### config.mk
export PLATFORM = sky130hd
export DESIGN_NAME = fpu_wb_bridge
export DESIGN_NICKNAME = d
export VERILOG_FILES = /design/src/rtl/fpu_wb_bridge.sv
export SDC_FILE = /design/constraint.sdc
export NUM_CORES = 1
export LEC_CHECK = 0
export CORE_ASPECT_RATIO = 0.9
export CORE_MARGIN = 2
export CORE_UTILIZATION = 45
export CTS_BUF_LIST = sky130_fd_sc_hd__clkbuf_4 sky130_fd_sc_hd__clkbuf_8
export CTS_CLUSTER_SIZE = 8
export DETAILED_ROUTE_END_ITERATION = 10
export DONT_BUFFER_PORTS = 1
export GPL_ROUTABILITY_DRIVEN = 0
export PLACE_DENSITY = 0.72
export SLEW_MARGIN = 40
export SYNTH_ARGS = -nofsm -noshare
export SYNTH_HDL_FRONTEND = slang
export SYNTH_SLANG_ARGS = --single-unit
### constraint.sdc
create_clock -name clk -period 1.2 [get_ports clk]
set_input_delay 0.24 -clock clk [delete_from_list [all_inputs] [get_ports clk]]
set_output_delay 0.24 -clock clk [all_outputs]
set_load 0.01 [all_outputs]
### src/rtl/fpu_wb_bridge.sv
// ---------------------------------------------------------------------------
// fpu_wb_bridge
//
// Wishbone classic slave that exposes the FPU register file through a
// word-addressed window at BASE_ADDR .. BASE_ADDR+LAST_OFF.
//
// Every request runs the same three-state sequence IDLE -> ACCESS -> RESP, so
// a transaction occupies exactly three cycles.  The register-file address bus
// is parked at zero outside the single ACCESS cycle of a valid request,
// because any read-address cycle on the FPU side clears its interrupt flag.
//
// Optional feature (macro FPU_WB_ERR_EN):
//   defined   - invalid requests complete with wbs_err_o=1, wbs_ack_o=0
//   undefined - invalid requests complete with wbs_ack_o=1, wbs_err_o tied 0
//   In both builds an invalid request returns data 0 and never touches the
//   register file.
//
// Ports
//   clk, rst_l           single rising-edge clock, synchronous active-low reset
//   wbs_cyc_i/stb_i/we_i Wishbone controls
//   wbs_sel_i[3:0]       byte selects (writes must use all four)
//   wbs_adr_i, wbs_dat_i address and write data
//   wbs_ack_o, wbs_err_o Wishbone terminations
//   wbs_dat_o            read data
//   reg_addr, reg_wren   register-file address / write enable
//   reg_wrdata           register-file write data
//   reg_rddata           combinational register-file read data
//   inter_gen            operation-done flag; irq is its one-cycle delayed copy
// ---------------------------------------------------------------------------
module fpu_wb_bridge #(
  parameter logic [31:0] BASE_ADDR = 32'h3000_0000,
  parameter logic [7:0]  LAST_OFF  = 8'h28
) (
  input  logic        clk,
  input  logic        rst_l,
  input  logic        wbs_cyc_i,
  input  logic        wbs_stb_i,
  input  logic        wbs_we_i,
  input  logic [3:0]  wbs_sel_i,
  input  logic [31:0] wbs_adr_i,
  input  logic [31:0] wbs_dat_i,
  output logic        wbs_ack_o,
  output logic        wbs_err_o,
  output logic [31:0] wbs_dat_o,
  output logic [31:0] reg_addr,
  output logic        reg_wren,
  output logic [31:0] reg_wrdata,
  input  logic [31:0] reg_rddata,
  input  logic        inter_gen,
  output logic        irq
);

  typedef enum logic [1:0] {
    IDLE   = 2'd0,
    ACCESS = 2'd1,
    RESP   = 2'd2
  } state_e;

  state_e      state_q, state_d;
  logic        we_q, we_d;
  logic        valid_q, valid_d;
  logic [31:0] reg_addr_q, reg_addr_d;
  logic        reg_wren_q, reg_wren_d;
  logic [31:0] wrdata_q, wrdata_d;
  logic [31:0] dat_q, dat_d;
  logic        ack_q, ack_d;
  logic        irq_q;
  logic        accept_s;
  logic        req_ok_s;

  // Address/select legality of a request: inside the window, word aligned,
  // not the reserved 0x18 slot, and full-word selects for writes.
  function automatic logic req_legal(input logic [31:0] adr,
                                     input logic        we,
                                     input logic [3:0]  sel);
    req_legal = (adr[31:8] == BASE_ADDR[31:8]) &&
                (adr[1:0] == 2'b00) &&
                (adr[7:0] <= LAST_OFF) &&
                (adr[7:0] != 8'h18) &&
                ((we == 1'b0) || (sel == 4'hF));
  endfunction

  assign accept_s = (state_q == IDLE) && wbs_cyc_i && wbs_stb_i;
  assign req_ok_s = req_legal(wbs_adr_i, wbs_we_i, wbs_sel_i);

`ifdef FPU_WB_ERR_EN
  logic err_q, err_d;
`endif

  // State and output registers; synchronous reset aborts any transaction.
  always_ff @(posedge clk) begin
    if (!rst_l) begin
      state_q    <= IDLE;
      we_q       <= 1'b0;
      valid_q    <= 1'b0;
      reg_addr_q <= 32'h0;
      reg_wren_q <= 1'b0;
      wrdata_q   <= 32'h0;
      dat_q      <= 32'h0;
      ack_q      <= 1'b0;
      irq_q      <= 1'b0;
`ifdef FPU_WB_ERR_EN
      err_q      <= 1'b0;
`endif
    end else begin
      state_q    <= state_d;
      we_q       <= we_d;
      valid_q    <= valid_d;
      reg_addr_q <= reg_addr_d;
      reg_wren_q <= reg_wren_d;
      wrdata_q   <= wrdata_d;
      dat_q      <= dat_d;
      ack_q      <= ack_d;
      irq_q      <= inter_gen;
`ifdef FPU_WB_ERR_EN
      err_q      <= err_d;
`endif
    end
  end

  // Next-state logic: requests are only sampled in IDLE.
  always_comb begin
    state_d = state_q;
    case (state_q)
      IDLE: begin
        if (wbs_cyc_i && wbs_stb_i) begin
          state_d = ACCESS;
        end else begin
          state_d = IDLE;
        end
      end
      ACCESS:  state_d = RESP;
      RESP:    state_d = IDLE;
      default: state_d = IDLE;
    endcase
  end

  // Next values of the registered outputs for each state.
  always_comb begin
    we_d       = we_q;
    valid_d    = valid_q;
    wrdata_d   = wrdata_q;
    dat_d      = dat_q;
    reg_addr_d = 32'h0;
    reg_wren_d = 1'b0;
    ack_d      = 1'b0;
`ifdef FPU_WB_ERR_EN
    err_d      = 1'b0;
`endif
    case (state_q)
      IDLE: begin
        if (accept_s) begin
          we_d     = wbs_we_i;
          valid_d  = req_ok_s;
          wrdata_d = wbs_dat_i;
          // The address is presented during the ACCESS cycle only.
          if (req_ok_s) begin
            reg_addr_d = wbs_adr_i;
            reg_wren_d = wbs_we_i;
          end else begin
            reg_addr_d = 32'h0;
            reg_wren_d = 1'b0;
          end
        end else begin
          we_d = we_q;
        end
      end
      ACCESS: begin
        if (valid_q && !we_q) begin
          dat_d = reg_rddata;
        end else begin
          dat_d = 32'h0;
        end
        // A master that already dropped cyc gets no termination.
        if (wbs_cyc_i) begin
`ifdef FPU_WB_ERR_EN
          if (valid_q) begin
            ack_d = 1'b1;
          end else begin
            err_d = 1'b1;
          end
`else
          ack_d = 1'b1;
`endif
        end else begin
          ack_d = 1'b0;
        end
      end
      RESP: begin
        ack_d = 1'b0;
      end
      default: begin
        ack_d = 1'b0;
      end
    endcase
  end

  // Terminations are also withdrawn if the master drops cyc inside RESP or
  // reset is asserted there.
  assign wbs_ack_o  = ack_q & wbs_cyc_i & rst_l;
`ifdef FPU_WB_ERR_EN
  assign wbs_err_o  = err_q & wbs_cyc_i & rst_l;
`else
  assign wbs_err_o  = 1'b0;
`endif
  assign wbs_dat_o  = dat_q;
  assign reg_addr   = reg_addr_q;
  assign reg_wren   = reg_wren_q;
  assign reg_wrdata = wrdata_q;
  assign irq        = irq_q;

endmodule

* Word level (Yosys, flattened, before mapping)
Cells that the tools add are included.
** Word-level totals
- Flip-flop bits (word level) :: 103
- Input port bits :: 106
- Output and inout bits :: 100
- Word-level logic and storage cells :: 36
** Cells by class
- Order comparisons :: 1
- Equal/unequal tests :: 4
- Multiplexer cells :: 4
- Bitwise gates (word level) :: 3
- Reductions and logical operators :: 15
** Operators by type and width (number)
- two-way mux 32 bit :: 1
- == test 24 x 22 -> 1 bit (second input constant) :: 1
- less-or-equal comparator 8 x 6 -> 1 bit (second input constant) :: 1
- logical AND 1 bit :: 8
- != test 8 x 5 -> 1 bit (second input constant) :: 1
- == test 4 bit (second input constant) :: 1
- logical NOT 2 bit :: 2
- one-hot mux 2 bit (2 select lines) :: 1
- AND reduction 2 bit :: 2
- AND reduction 4 bit :: 1
- bitwise AND 1 bit :: 2
- == test 2 x 1 -> 1 bit (second input constant) :: 1
- two-way mux 1 bit :: 2
- logical NOT 1 bit :: 1
- logical OR 1 bit :: 1
- inverter 1 bit :: 1

* Logic depth before layout (Yosys ltp)
- Depth after elaboration :: 6
- Gate-level depth with buffers :: 6

* Least setup slack after synthesis
OpenSTA, ideal clock, no wires.
- Path type :: reg-to-reg
- Start point :: reg state_q[1]
- End point :: reg reg_addr_q[2] (netlist: reg_addr[2])
- Arrival time :: 1257 ps
- Data required time :: 1140 ps
- Path slack :: -117 ps
- Cell stages (with the launch flop) :: 6
- Path through :: dfxtp_1 and4bb_1 buf_2 o211ai_1 a2111oi_4 and2_1
** Between the ends
- Cells in the longest elaborated chain, start to end :: 4
** Ends and longest elaborated chain
- from (decl) :: line 59 : state_e state_q, state_d;
- from (signal assigned) :: line 106 : state_q <= state_d;
- logical NOT 2 bit (*) :: line 83, 150
- logical AND 1 bit (2 in series) :: line 83 : assign accept_s = (state_q == IDLE) && wbs_cyc_i && wbs_stb_i;
- AND reduction 4 bit (no line) (*)
- to (signal assigned) :: line 109 : reg_addr_q <= reg_addr_d;
- to (decl) :: line 62 : logic [31:0] reg_addr_q, reg_addr_d;
Every way passes the cells marked *; elsewhere a longest branch is shown, timed or not.
A chain may end at the register's enable or synchronous reset.

* Worst setup path after layout
- Start point :: reg state_q[1]
- End point :: reg reg_addr_q[4] (netlist: reg_addr[4])
Same word-level chain as after synthesis.

==> impl_metrics.csv <==
group,metric,value,unit
yosys,yosys.area.top_type,"dfxtp_1",
floorplan,fp.dieArea,7816,sq um
floorplan,die_h,84.07,um
yosys,netlist_instances,323,
pwr,powerDensity,1563,nW/um^2
global_route,first_global_vias,2396,
hold_path,min_from,"inter_gen",
clock_network,cts_root_buf,"clkbuf_8",
layout,fin_nets,475,
global_route,grt_max_degree,39,
yosys,ys_types,26,
layout,fin_util,0.5614,
timing,finalCriticalPeriod,1.385,ns
clock_network,insertion_delay,0.35,ns
floorplan,core,6967,sq um
timing,fin_ws,-0.1854,ns
route,route.met3.wl,793,um
timing,drv_slew,0,
worst_setup_path,slowest_stage,"a2111oi_4",
hold_path,worstHoldPathType,"in2reg",
route,avgViaCountPerCell,5.099,
route,wl_met1,2.855,mm
yosys,ys_seq_elements,103,
place,numPortBuffers,0,
layout,n_antenna_cell,0,
pwr,p_leak,1.470,nW
yosys,ys_seq_area_frac,0.6432,
clock_network,cts_max_level,3,
floorplan,fp-row-count,29,
timing,fin_crit_sh,1.155,
timing,clock.fmax,721.8,MHz
pwr,peakVddDrop,875.4,uV
clock_network,cts_made_buffers,9,
floorplan,fp.dieW,92.97,um
global_route,antenna_found_initial,0,
worst_setup_path,worstPathMaxFanout,7,
global_route,grt_pass1_wl,11.35,mm
layout,post-route-cell-area,3911,sq um
worst_setup_path,startpoint_type,"flip-flop",
place,hpwl,5.136,mm
global_route,overflow,0,
flow_run,maxCapViolations,0,
place,dpl_cell_area,3457,sq um
layout,layout_common_cells,"dfxtp_1, nand2_1, nor2_1",
layout,drive_above_1_share,0.1016,
route,drtIter0Drc,94,
timing,finClkSkew,0.01011,ns
run_status,status,"finished with violations",
worst_setup_path,timing.rr.start,"state_q[1]",
route,avgRoutedWirePerCell,15.89,um
worst_setup_path,crit_path_start,"state_q[1]",
route,wl_met2,3.689,mm
clock_network,clockBufferDepth,2,
yosys,avgSynthCellArea,9.924,sq um
worst_setup_path,crit_required,1.50,ns
worst_setup_path,critical_path_class,"reg2reg",
route,drt_first_pass_iters,5,
layout,final_common_cell,"dfxtp_1",
worst_setup_path,crit_chain,"and4bb_1 > o211ai_1 > a2111oi_4 > and2_1",
layout,syn_to_final_growth,22.01,%
layout,fillerInstances,635,
timing,hold_violations,0,
run_status,violations,"negative setup slack",
worst_setup_path,critical_path_arrival,1.69,ns
route,drc,0,
route,antenna_left,0,
worst_setup_path,critPathMaxStageDelay,0.34,ns
yosys,yosysWarnings,0,
floorplan,pin_count,206,
yosys,synth.area.top_cells,"dfxtp_1, nand2_1, a22oi_1",
yosys,syn_area,3206,sq um
worst_setup_path,cp-end-kind,"flip-flop",
global_route,grt_use_total,0.1866,
yosys,synth_top_area_share,0.6432,
route,route.vias.total,2381,
timing,setup_viol,51,
route,drt-total-wl,7.422,mm
clock_network,clock_sinks,103,
route,maxUsedRoutingLayer,"met4",
timing,rsz0062_at_grt,"true",
floorplan,initial_core_util,0.4601,
clock_network,clk_pin_slew,0.10,ns
clock_network,cts_tree,"done",
worst_setup_path,ff2ff_setup_slack,-0.19,ns
[stage by stage]
stage | setup TNS (ns) | std cells | total power, W | hold slack (ns) | worst slack [ns]
5_1_grt | -10.24 | 467 | 0.006385 | 0.001356 | -0.3222
6_report | -2.803 | 467 | 0.006113 | 0.007496 | -0.1854
3_3_place_gp | -2.090 | 428 | 0.003921 | 0.3655 | -0.2249
3_5_place_dp | -3.331 | 428 | 0.003926 | 0.3652 | -0.3187
2_1_floorplan | -1.664 | 349 | 0.003855 | 0.3592 | -0.1030
4_1_cts | -3.267 | 466 | 0.006190 | 0.002248 | -0.2015
[timing repair]
| action | in CTS | in global routing |
|---|---|---|
| cloned | 1 | 0 |
| setup buffers | 2 | 1 |
| setup endpoints to repair | 62 | 74 |
| pin swaps | 3 | 4 |
| resized for setup | 1 | 1 |
| hold buffers | 19 | 1 |
| hold endpoints to repair | 20 | 1 |
[worst max-delay path, delay by kind of cell, from the launching register on]
kind / cells / cell delay [ns]
simple gates: 2 / 0.49
compound gates: 2 / 0.51
flops: 1 / 0.33
[cells by family after synthesis]
logic type	count (synthesis)	share of synthesized area
buffers and inverters	24	0.03084
other	1	0.001170
and+or+nand+nor	124	0.1776
DFF	103	0.6432
AOI/OAI and AO/OA	71	0.1472
[flip-flops by register name (all words and copies together) (netlist names)]
name / flops
we_q: 1
ack_q: 1
irq: 1
reg_wrdata: 32
reg_addr: 32
reg_wren: 1
valid_q: 1
state_q: 2
wbs_dat_o: 32
[report_power, final]
group,internal [W],leakage [nW],switching [W]
logic,0.000122,0.517,0.000155
registers,0.00352,0.844,0.000106
clock network,0.00101,0.109,0.00120
total,0.00465,1.47,0.00146
[routing by layer]
layer	global-route usage	vias to the layer above
met5	0	-
met4	0.05882	0
met3	0.08582	7
met2	0.3188	137
met1	0.2058	1081
li1	-	1156
[worst paths after layout]
check | endpoint | cells after the start
max | reg_addr[4] | 4
min reg2reg | we_q | 2
min | irq | 1
max reg2reg | reg_addr[4] | 4
[Yosys cell counts (all sizes together)]
master	count
a21oi	34
nor4b	2
nand4	2
a2111oi	2
nor3b	1
nor4	5
o2111ai	1
nand3	1
and2	6
and4bb	1
clkbuf	14
and3	1
buf	8
conb	1
dfxtp	103
nand2	68
o211ai	1
inv	2
nor2	36
a22oi	32
a31o	1
nand2b	1
[layout make-up]
cell class	count	area [sq um]	area share
clock buffer	9	123.9	0.03167
inverter	2	7.507	0.001919
timing repair buffer	31	362.8	0.09277
clock inverter	7	88.84	0.02271
tap	93	116.4	0.02975
sequential	103	2063	0.5275
multi-input combinational	222	1149	0.2937
(Power assumes the default switching activity.)
